==> src/rtl/dmem_scan_pkg.sv <==
// Shared types and constants for the data-memory scan reader.
//   state_t    : fetch sequencer states
//   SEG_TABLE  : active-low {g..a} patterns for hex digits 0-F
//   WORD_BYTES : byte stride between consecutive words
package dmem_scan_pkg;

  typedef enum logic [1:0] {
    IDLE = 2'd0,
    REQ  = 2'd1,
    CAPT = 2'd2
  } state_t;

  localparam int unsigned WORD_BYTES = 4;

  localparam logic [6:0] SEG_TABLE [16] = '{
    7'h40, 7'h79, 7'h24, 7'h30,  // 0 1 2 3
    7'h19, 7'h12, 7'h02, 7'h78,  // 4 5 6 7
    7'h00, 7'h10, 7'h08, 7'h03,  // 8 9 A b
    7'h46, 7'h21, 7'h06, 7'h0E   // C d E F
  };

endpackage

==> src/rtl/hex7seg_lut.sv <==
// Combinational hex nibble to active-low seven-segment decoder.
//   nib   : 4-bit value to display
//   seg_c : segments {g..a}, active-low
module hex7seg_lut
  import dmem_scan_pkg::*;
(
  input  logic [3:0] nib,
  output logic [6:0] seg_c
);

  always_comb begin
    seg_c = SEG_TABLE[nib];
  end

endmodule

==> src/rtl/dmem_scan_reader.sv <==
// Read-side scanner for the CPU data memory: fetches one word over port B,
// holds it, and shows half of it as hex on a multiplexed 7-segment display.
// The word is re-fetched every display frame so CPU stores become visible.
//   clk, reset_n : clock, async active-low reset
//   step         : one-cycle pulse, advance word index
//   half_sel     : 0 low 4*NDIG bits, 1 next 4*NDIG bits
//   addr_b/rd_b  : dmem port B byte address / read data
//   seg, an      : segments {g..a} and digit enables, both active-low
//   word_idx     : current word index
//   busy         : fetch in progress
// Build option: define AUTO_SCAN_EN for a free-running auto-advance every
// AUTO_PERIOD cycles (an external step restarts that period).
module dmem_scan_reader
  import dmem_scan_pkg::*;
#(
  parameter logic [31:0] BASE_ADDR   = 32'h0000_0000,
  parameter int unsigned NUM_WORDS   = 16,
  parameter int unsigned NDIG        = 4,
  parameter int unsigned REFRESH_DIV = 50000,
  parameter int unsigned AUTO_PERIOD = 50_000_000
) (
  input  logic                         clk,
  input  logic                         reset_n,
  input  logic                         step,
  input  logic                         half_sel,
  output logic [31:0]                  addr_b,
  input  logic [31:0]                  rd_b,
  output logic [6:0]                   seg,
  output logic [NDIG-1:0]              an,
  output logic [$clog2(NUM_WORDS)-1:0] word_idx,
  output logic                         busy
);

  localparam int unsigned IDX_W  = $clog2(NUM_WORDS);
  localparam int unsigned PTR_W  = (NDIG > 1) ? $clog2(NDIG) : 1;
  localparam int unsigned DIV_W  = $clog2(REFRESH_DIV);
  localparam int unsigned HALF_W = 4 * NDIG;

  state_t              state, state_next;
  logic                pending;
  logic [31:0]         shown;
  logic [DIV_W-1:0]    div;
  logic [PTR_W-1:0]    ptr;

  logic                step_eff_c, take_step_c, div_wrap_c, frame_wrap_c;
  logic                adv_c, capt_c, set_pend_c, clr_pend_c;
  logic [IDX_W-1:0]    idx_inc_c;
  logic [2*HALF_W-1:0] shown_ext_c;
  logic [3:0]          nib_c;
  logic [6:0]          seg_c;

  // Step source: external pulse, optionally ORed with the auto-advance tick
`ifdef AUTO_SCAN_EN
  localparam int unsigned AUTO_W = (AUTO_PERIOD > 1) ? $clog2(AUTO_PERIOD) : 1;
  logic [AUTO_W-1:0] auto_cnt;
  logic              auto_tick_c;

  assign auto_tick_c = (auto_cnt == AUTO_W'(AUTO_PERIOD - 1));

  always_ff @(posedge clk or negedge reset_n) begin
    if (!reset_n) begin
      auto_cnt <= '0;
    end else if (step || auto_tick_c) begin
      auto_cnt <= '0;
    end else begin
      auto_cnt <= auto_cnt + AUTO_W'(1);
    end
  end

  assign step_eff_c = step | auto_tick_c;
`else
  logic unused_auto_c;
  assign unused_auto_c = (AUTO_PERIOD == 0);
  assign step_eff_c    = step;
`endif

  assign take_step_c  = step_eff_c | pending;
  assign div_wrap_c   = (div == DIV_W'(REFRESH_DIV - 1));
  assign frame_wrap_c = div_wrap_c && (ptr == PTR_W'(NDIG - 1));
  assign idx_inc_c    = (word_idx == IDX_W'(NUM_WORDS - 1)) ? '0 : word_idx + IDX_W'(1);

  // Fetch sequencer: state register
  always_ff @(posedge clk or negedge reset_n) begin
    if (!reset_n) begin
      state <= IDLE;
    end else begin
      state <= state_next;
    end
  end

  // Fetch sequencer: next state
  always_comb begin
    state_next = state;
    case (state)
      IDLE:    if (take_step_c || frame_wrap_c) state_next = REQ;
      REQ:     state_next = CAPT;
      CAPT:    state_next = IDLE;
      default: state_next = IDLE;
    endcase
  end

  // Fetch sequencer: datapath controls
  always_comb begin
    adv_c      = 1'b0;
    capt_c     = 1'b0;
    set_pend_c = 1'b0;
    clr_pend_c = 1'b0;
    case (state)
      IDLE: begin
        adv_c      = take_step_c;
        clr_pend_c = pending;
      end
      REQ: begin
        set_pend_c = step_eff_c;
      end
      CAPT: begin
        set_pend_c = step_eff_c;
        capt_c     = 1'b1;
      end
      default: ;
    endcase
  end

  // Index, address, pending flag, shown word, busy
  always_ff @(posedge clk or negedge reset_n) begin
    if (!reset_n) begin
      word_idx <= '0;
      addr_b   <= BASE_ADDR;
      pending  <= 1'b0;
      shown    <= '0;
      busy     <= 1'b0;
    end else begin
      if (adv_c) begin
        word_idx <= idx_inc_c;
        addr_b   <= BASE_ADDR + 32'(WORD_BYTES) * 32'(idx_inc_c);
      end
      if (set_pend_c) begin
        pending <= 1'b1;
      end else if (clr_pend_c) begin
        pending <= 1'b0;
      end
      if (capt_c) begin
        shown <= rd_b;
      end
      busy <= (state_next != IDLE);
    end
  end

  // Digit scan: divider and digit pointer
  always_ff @(posedge clk or negedge reset_n) begin
    if (!reset_n) begin
      div <= '0;
      ptr <= '0;
    end else if (div_wrap_c) begin
      div <= '0;
      ptr <= (ptr == PTR_W'(NDIG - 1)) ? '0 : ptr + PTR_W'(1);
    end else begin
      div <= div + DIV_W'(1);
    end
  end

  // Nibble for the active digit within the selected half
  assign shown_ext_c = (2*HALF_W)'(shown);
  assign nib_c = 4'(shown_ext_c >> (HALF_W * 32'(half_sel) + 32'(ptr) * 32'd4));

  hex7seg_lut u_lut (
    .nib   (nib_c),
    .seg_c (seg_c)
  );

  // Registered display drive
  always_ff @(posedge clk or negedge reset_n) begin
    if (!reset_n) begin
      an  <= '1;
      seg <= 7'h7F;
    end else begin
      an  <= ~(NDIG'(1) << ptr);
      seg <= seg_c;
    end
  end

endmodule
==> config.mk <==
export PLATFORM = sky130hd
export DESIGN_NAME = dmem_scan_reader
export DESIGN_NICKNAME = d
export VERILOG_FILES = /design/src/rtl/dmem_scan_pkg.sv /design/src/rtl/hex7seg_lut.sv /design/src/rtl/dmem_scan_reader.sv
export SDC_FILE = /design/constraint.sdc
export NUM_CORES = 1
export LEC_CHECK = 0
export ABC_AREA = 1
export BUFFER_PORTS_ARGS = -buffer_cell sky130_fd_sc_hd__buf_2
export CAP_MARGIN = 20
export CORE_ASPECT_RATIO = 1.5
export CORE_MARGIN = 5
export CORE_UTILIZATION = 49
export CTS_CLUSTER_DIAMETER = 80
export CTS_CLUSTER_SIZE = 16
export DETAILED_ROUTE_END_ITERATION = 8
export GPL_ROUTABILITY_DRIVEN = 1
export PLACE_DENSITY_LB_ADDON = 0.12
export SYNTH_ARGS = -nofsm -noshare
export SYNTH_HDL_FRONTEND = slang
export SYNTH_SLANG_ARGS = --single-unit
==> constraint.sdc <==
create_clock -name clk -period 2.6 [get_ports clk]
set_clock_uncertainty 0.2 [all_clocks]
set_input_delay 0.39 -clock clk [delete_from_list [all_inputs] [get_ports clk]]
set_output_delay 0.39 -clock clk [all_outputs]
set_load 0.05 [all_outputs]
# After elaboration in Yosys (flattened, before gate mapping)
# Memories as Yosys holds them, arrays and structs flattened. A register that Yosys moved wholly into a read port is not among the register bits.
# Cells that the tools add are included.
[word_totals]
reg_bits = 62
rom_bits = 112
input_bits = 36
out_inout_bits = 48
elab_cells = 41
memories = 1
[mem_list]
columns = ["name", "words", "word_bits", "read_ports", "rd_clocked_by_memory_dff", "wr", "line_no", "source"]
rows = [
  ["(name not given)", 16, 7, 1, 1, 0, "hex7seg_lut.sv:12", "seg_c = SEG_TABLE[nib];"],
]
[op_classes]
addsub = 4
n_eq_ne = 5
n_shift = 2
mux = 11
bitwise = 3
n_reduce_logical = 7
[ops]
columns = ["op", "count"]
rows = [
  ["$shr 32x6->4", 1],
  ["$add 16x1->16 const B", 1],
  ["$eq 16x16->1 const B", 1],
  ["$mux 16", 1],
  ["$add 5x4->6", 1],
  ["$mux 1", 6],
  ["$not 4->5", 1],
  ["$add 4x1->4 const B", 1],
  ["$eq 2x2->1 const B", 2],
  ["$eq 4x4->1 const B", 1],
  ["$mux 2", 2],
  ["$mux 4", 1],
  ["$not 4->4", 1],
  ["$pmux 2 s2", 1],
  ["$reduce_bool 2->1", 2],
  ["$shl 1x2->4 const A", 1],
  ["$add 2x1->2 const B", 1],
  ["$eq 2x1->1 const B", 1],
  ["$logic_not 2->1", 1],
  ["$reduce_or 2->1", 1],
  ["$logic_and 1x1->1", 1],
  ["$logic_not 1->1", 1],
  ["$logic_or 1x1->1", 1],
  ["$or 1x1->1", 1],
]

# Longest topological paths before layout
[depth]
word_depth = 6
ltp_mapped = 12
depth_no_buf = 11

# Cells and area by module
# From an unflattened synthesis, not the netlist that was laid out.
[hier_totals]
cells_unflattened = 420
area_unflattened_um2 = 3693.5
[by_module_without_submodules]
columns = ["mod", "n_inst", "cells_per_inst", "area_per_inst_um2", "seq_area_each_um2"]
rows = [
  ["dmem_scan_reader", 1, 369, 3418.3, 1740.4],
  ["hex7seg_lut", 1, 51, 275.3, 0.0],
]

# Worst setup path before layout
# Ideal clock, no wire load.
[synth_path]
path_kind = "reg2reg"
startpoint = "register ptr[0]"
endpoint = "register seg[3]"
setup_ns = 0.076
arrival_time_ns = 1.533
required_time_ns = 2.324
setup_slack_ns = 0.791
path_stages_with_launch = 13
path_buffers = 1
period_less_slack_ns = 1.809
path_cell_list = "dfrtp_1 > inv_2 > buf_4 > nand2_1 > nand3_1 > nand3_1 > nand2_1 > inv_1 > ha_1 > nand3_1 > nand2_1 > nand2_1 > nand2_1"
[synth_via]
elab_chain_cells = 3
[synth_rtl]
columns = ["item", "line_no", "source"]
rows = [
  ["start: declaration", "dmem_scan_reader.sv:43", "logic [PTR_W-1:0] ptr;"],
  ["start signal: assignment", "dmem_scan_reader.sv:156", "ptr <= (ptr == PTR_W'(NDIG - 1)) ? '0 : ptr + PTR_W'(1);"],
  ["$add 5x4->6", "dmem_scan_reader.sv:164", "assign nib_c = 4'(shown_ext_c >> (HALF_W * 32'(half_sel) + 32'(ptr) * 32'd4));"],
  ["$shr 32x6->4", "dmem_scan_reader.sv:164", ""],
  ["$not 4->5 (implied by the code)", "hex7seg_lut.sv:12", ""],
  ["end: declaration", "dmem_scan_reader.sv:28", "output logic [6:0] seg,"],
]
# Every way passes these cells.
# A chain may end at the register's enable or synchronous reset.

# Worst setup path in the final report
[layout_path]
startpoint = "register ptr[1]"
endpoint = "register seg[3]"
# Same word-level chain as after synthesis.

==> flow_metrics.tcl <==
set metrics [dict create \
    slew_headroom 0.572 \
    power.internal_w 0.00270 \
    critPathCaptureType "flop" \
    dp_hpwl_um 5900 \
    synth-main-ff-cell "dfrtp_1" \
    synth_async_sr_flop_share 1.00 \
    grt_util_met3 0.0413 \
    antenna_found_initial 0 \
    place_congestion 0.915 \
    ys_warn_count 0 \
    max_slew.worst_pin.slew_ns 0.642 \
    routed-via-count 2909 \
    grt_pass1_vias 2890 \
    grt_use_met2 0.312 \
    setup_ws_ns 0.414 \
    die_w_um 81.3 \
    synth_edf_count 0 \
    wl_per_cell_um 12.6 \
    status "complete, no violations" \
    setup_viol 0 \
    critical_path_class "reg2reg" \
    track_usage 0.181 \
    maxCapViolCount 0 \
    cp_slowest_cell "dfrtp_1" \
    overflow 0 \
    ioPinCount 84 \
    cts_buffer_depth 2 \
    p_clk_frac 0.265 \
    drc 0 \
    ys_seq_area_frac 0.466 \
    clock_sink_count 69 \
    hold_viol 0 \
    cts.clk_slew.worst_paths_ns 0.05 \
    via_per_inst 4.73 \
    regArea_um2 1740 \
    post-route-min-period_ns 2.19 \
    drive_gt1_frac 0.199 \
    grt_first_pass_wirelength_um 12900 \
    antenna_left 0 \
    cts_tree "done" \
    fp.coreArea_um2 7510 \
    top_usage_layer "met2" \
    seq_power_share 0.352 \
    numCtsBuffers 9 \
    synth_cells 454 \
    netlist_area_um2 3730 \
    h-tree-depth 3 \
    crit_top_cell "nand2_1" \
    crit_buf_inv 2 \
    finalPower_w 0.00454 \
    io_buffers 55 \
    fp-row-count 39 \
    dpl_worst_slack_ns 0.450 \
    drt_iter0_drc 119 \
    ys_ff_latch 69 \
    vdd_drop_max_mv 0.690 \
    synth.avg_cell_area_um2 8.23 \
    cts_resized 0 \
    nFillCells 746 \
    pwr_density_cell_nw_per_um2 1060 \
    rsz0062_at_grt "false" \
    layout.nets 559 \
    tns_ns 0 \
    initial_core_util 0.497 \
    fmax_mhz 458 \
    num_antenna_cells 0 \
    cts_root_buffer "clkbuf_16" \
    ys_types 33 \
    p_leak_nw 2.27 \
    syn2layout_area_growth_pct 14.7 \
    cp_max_fo 11 \
    worst_ep_required_time_ns 2.66 \
    switching_share 0.405 \
    min_path_type "in2reg" \
    crit_family "simple AND/OR/NAND/NOR gates" \
    slowest_delay_ns 0.57 \
    slew_violations 0 \
    clkLatencyLatePin_ns 0.33 \
    comb_power_share 0.383 \
    path_cells "clkinv_2, nand3_1, nand3_1, nand2_1, inv_1, ha_1, nand3_1, nand2_1, nand2_1, nand2_1" \
    power_switching_w 0.00184 \
    cp_data_arrival_time_ns 2.25 \
    firstDrtPassIters 4 \
    multi_input_area_um2 1540 \
    fp.dieArea_um2 9500 \
    use_met1 0.204 \
    period_share 0.841 \
    start_kind "flop" \
    drt-total-wl_um 7770 \
    die_y_um 117 \
    grt_max_degree 43 \
]
==> state kept, by name, summed over array words and instances (netlist names) <==
name / count
seg: 7
busy: 1
ptr: 2
word_idx: 4
an: 4
shown: 32
pending: 1
state: 2
div: 16
==> worst paths after layout <==
check / startpoint / endpoint / slack (ns) / depth (start not counted)
max reg2reg: ptr[1]$_DFFE_PN0N_ / seg[3]$_DFF_PN1_ / 0.41 / 10
min in group asynchronous: reset_n / shown[14]$_DFFE_PN0N_ / 0.42 / 2
max in group asynchronous: reset_n / div[8]$_DFF_PN0_ / 1.14 / 3
min: rd_b[0] / shown[0]$_DFFE_PN0N_ / 0.06 / 3
max: ptr[1]$_DFFE_PN0N_ / seg[3]$_DFF_PN1_ / 0.41 / 10
min reg2reg: div[0]$_DFF_PN0_ / div[0]$_DFF_PN0_ / 0.27 / 1
==> final cells by class <==
class | count | area share
Clock buffer | 12 | 0.0576
Clock inverter | 4 | 0.0111
Inverter | 69 | 0.0608
Multi-Input combinational cell | 300 | 0.360
Sequential cell | 69 | 0.406
Tap cell | 102 | 0.0298
Timing Repair Buffer | 59 | 0.0748
==> what timing repair did <==
item,4_1_cts,5_1_grt
setup buffers,0,0
hold endpoints to repair,16,0
hold buffers,1,0
==> power by group through the flow <==
stage	logic (W)	registers (W)	clock network, W
3_3_place_gp	0.00173	0.00161	0
2_1_floorplan	0.00112	0.00191	0
6_report	0.00174	0.00160	0.00120
4_1_cts	0.00177	0.00161	0.00123
3_5_place_dp	0.00176	0.00162	0
5_1_grt	0.00195	0.00164	0.00129
==> placed cells by master, fill, tap and decap left out, types with 2 or more instances in the layout <==
cell type / instances
a21oi_1: 4
buf_2: 55
buf_4: 2
clkbuf_1: 2
clkbuf_16: 9
clkinv_2: 3
conb_1: 28
dfrtp_1: 58
dfstp_2: 11
ha_1: 14
inv_1: 65
inv_2: 3
mux2_2: 4
nand2_1: 121
nand2_2: 2
nand3_1: 40
nand3_2: 4
nand3_4: 2
nor2_1: 18
nor3_1: 6
o211ai_1: 4
o21ai_0: 35
xnor2_1: 2
xor2_1: 5
==> cells in the mapped netlist (2+ instances only) <==
cell	n	share of area
nand2_1	121	0.12
inv_1	65	0.065
dfrtp_1	58	0.39
nand3_1	40	0.054
buf_4	36	0.072
o21ai_0	35	0.047
nor2_1	18	0.018
ha_1	15	0.050
dfstp_2	11	0.077
clkbuf_1	6	0.0060
nor3_1	6	0.0080
xor2_1	5	0.012
a21oi_1	4	0.0054
mux2_2	4	0.012
nand3_2	4	0.011
o211ai_1	4	0.0080
inv_2	3	0.0030
nand2_2	2	0.0033
nand3_4	2	0.0094
xnor2_1	2	0.0047
==> through the flow <==
step                utilization  hold slack, ns  std cells  area, um^2
global placement          0.529           0.245        598        3980
floorplan                     -          -0.106        481        3840
global route              0.570          0.0553        615        4280
CTS                       0.570          0.0511        615        4280
finish                    0.570          0.0601        615        4280
detailed placement        0.529           0.252        598        3980
==> kinds of logic (layout without fill, tap and decap cells) <==
family / count (synthesis) / count (layout) / share of synthesized area
AND/OR/NAND/NOR: 199 / 199 / 0.238
flip-flops: 69 / 69 / 0.466
buffers and inverters: 112 / 144 / 0.149
multiplexers: 4 / 4 / 0.0121
AO/OA/AOI/OAI: 47 / 47 / 0.0673
adder cells (fa/ha/maj): 15 / 15 / 0.0503
other: 1 / 28 / 0.00100
XOR/XNOR: 7 / 7 / 0.0164
==> worst register-to-register path, cell delays in order (launching register included) <==
cell      delay, ns
dfrtp_1        0.57
clkinv_2       0.28
nand3_1        0.14
nand3_1        0.07
nand2_1        0.19
inv_1          0.12
ha_1           0.23
nand3_1        0.13
nand2_1        0.07
nand2_1        0.05
nand2_1        0.05
==> per-layer routing <==
metal  up-vias  routed length [um]
met5         -                   0
met3        18                 282
met2        68                4090
met1      1361                3140
li1       1462                   -
met4         0                 249
Power figures use the tool's default switching activity.
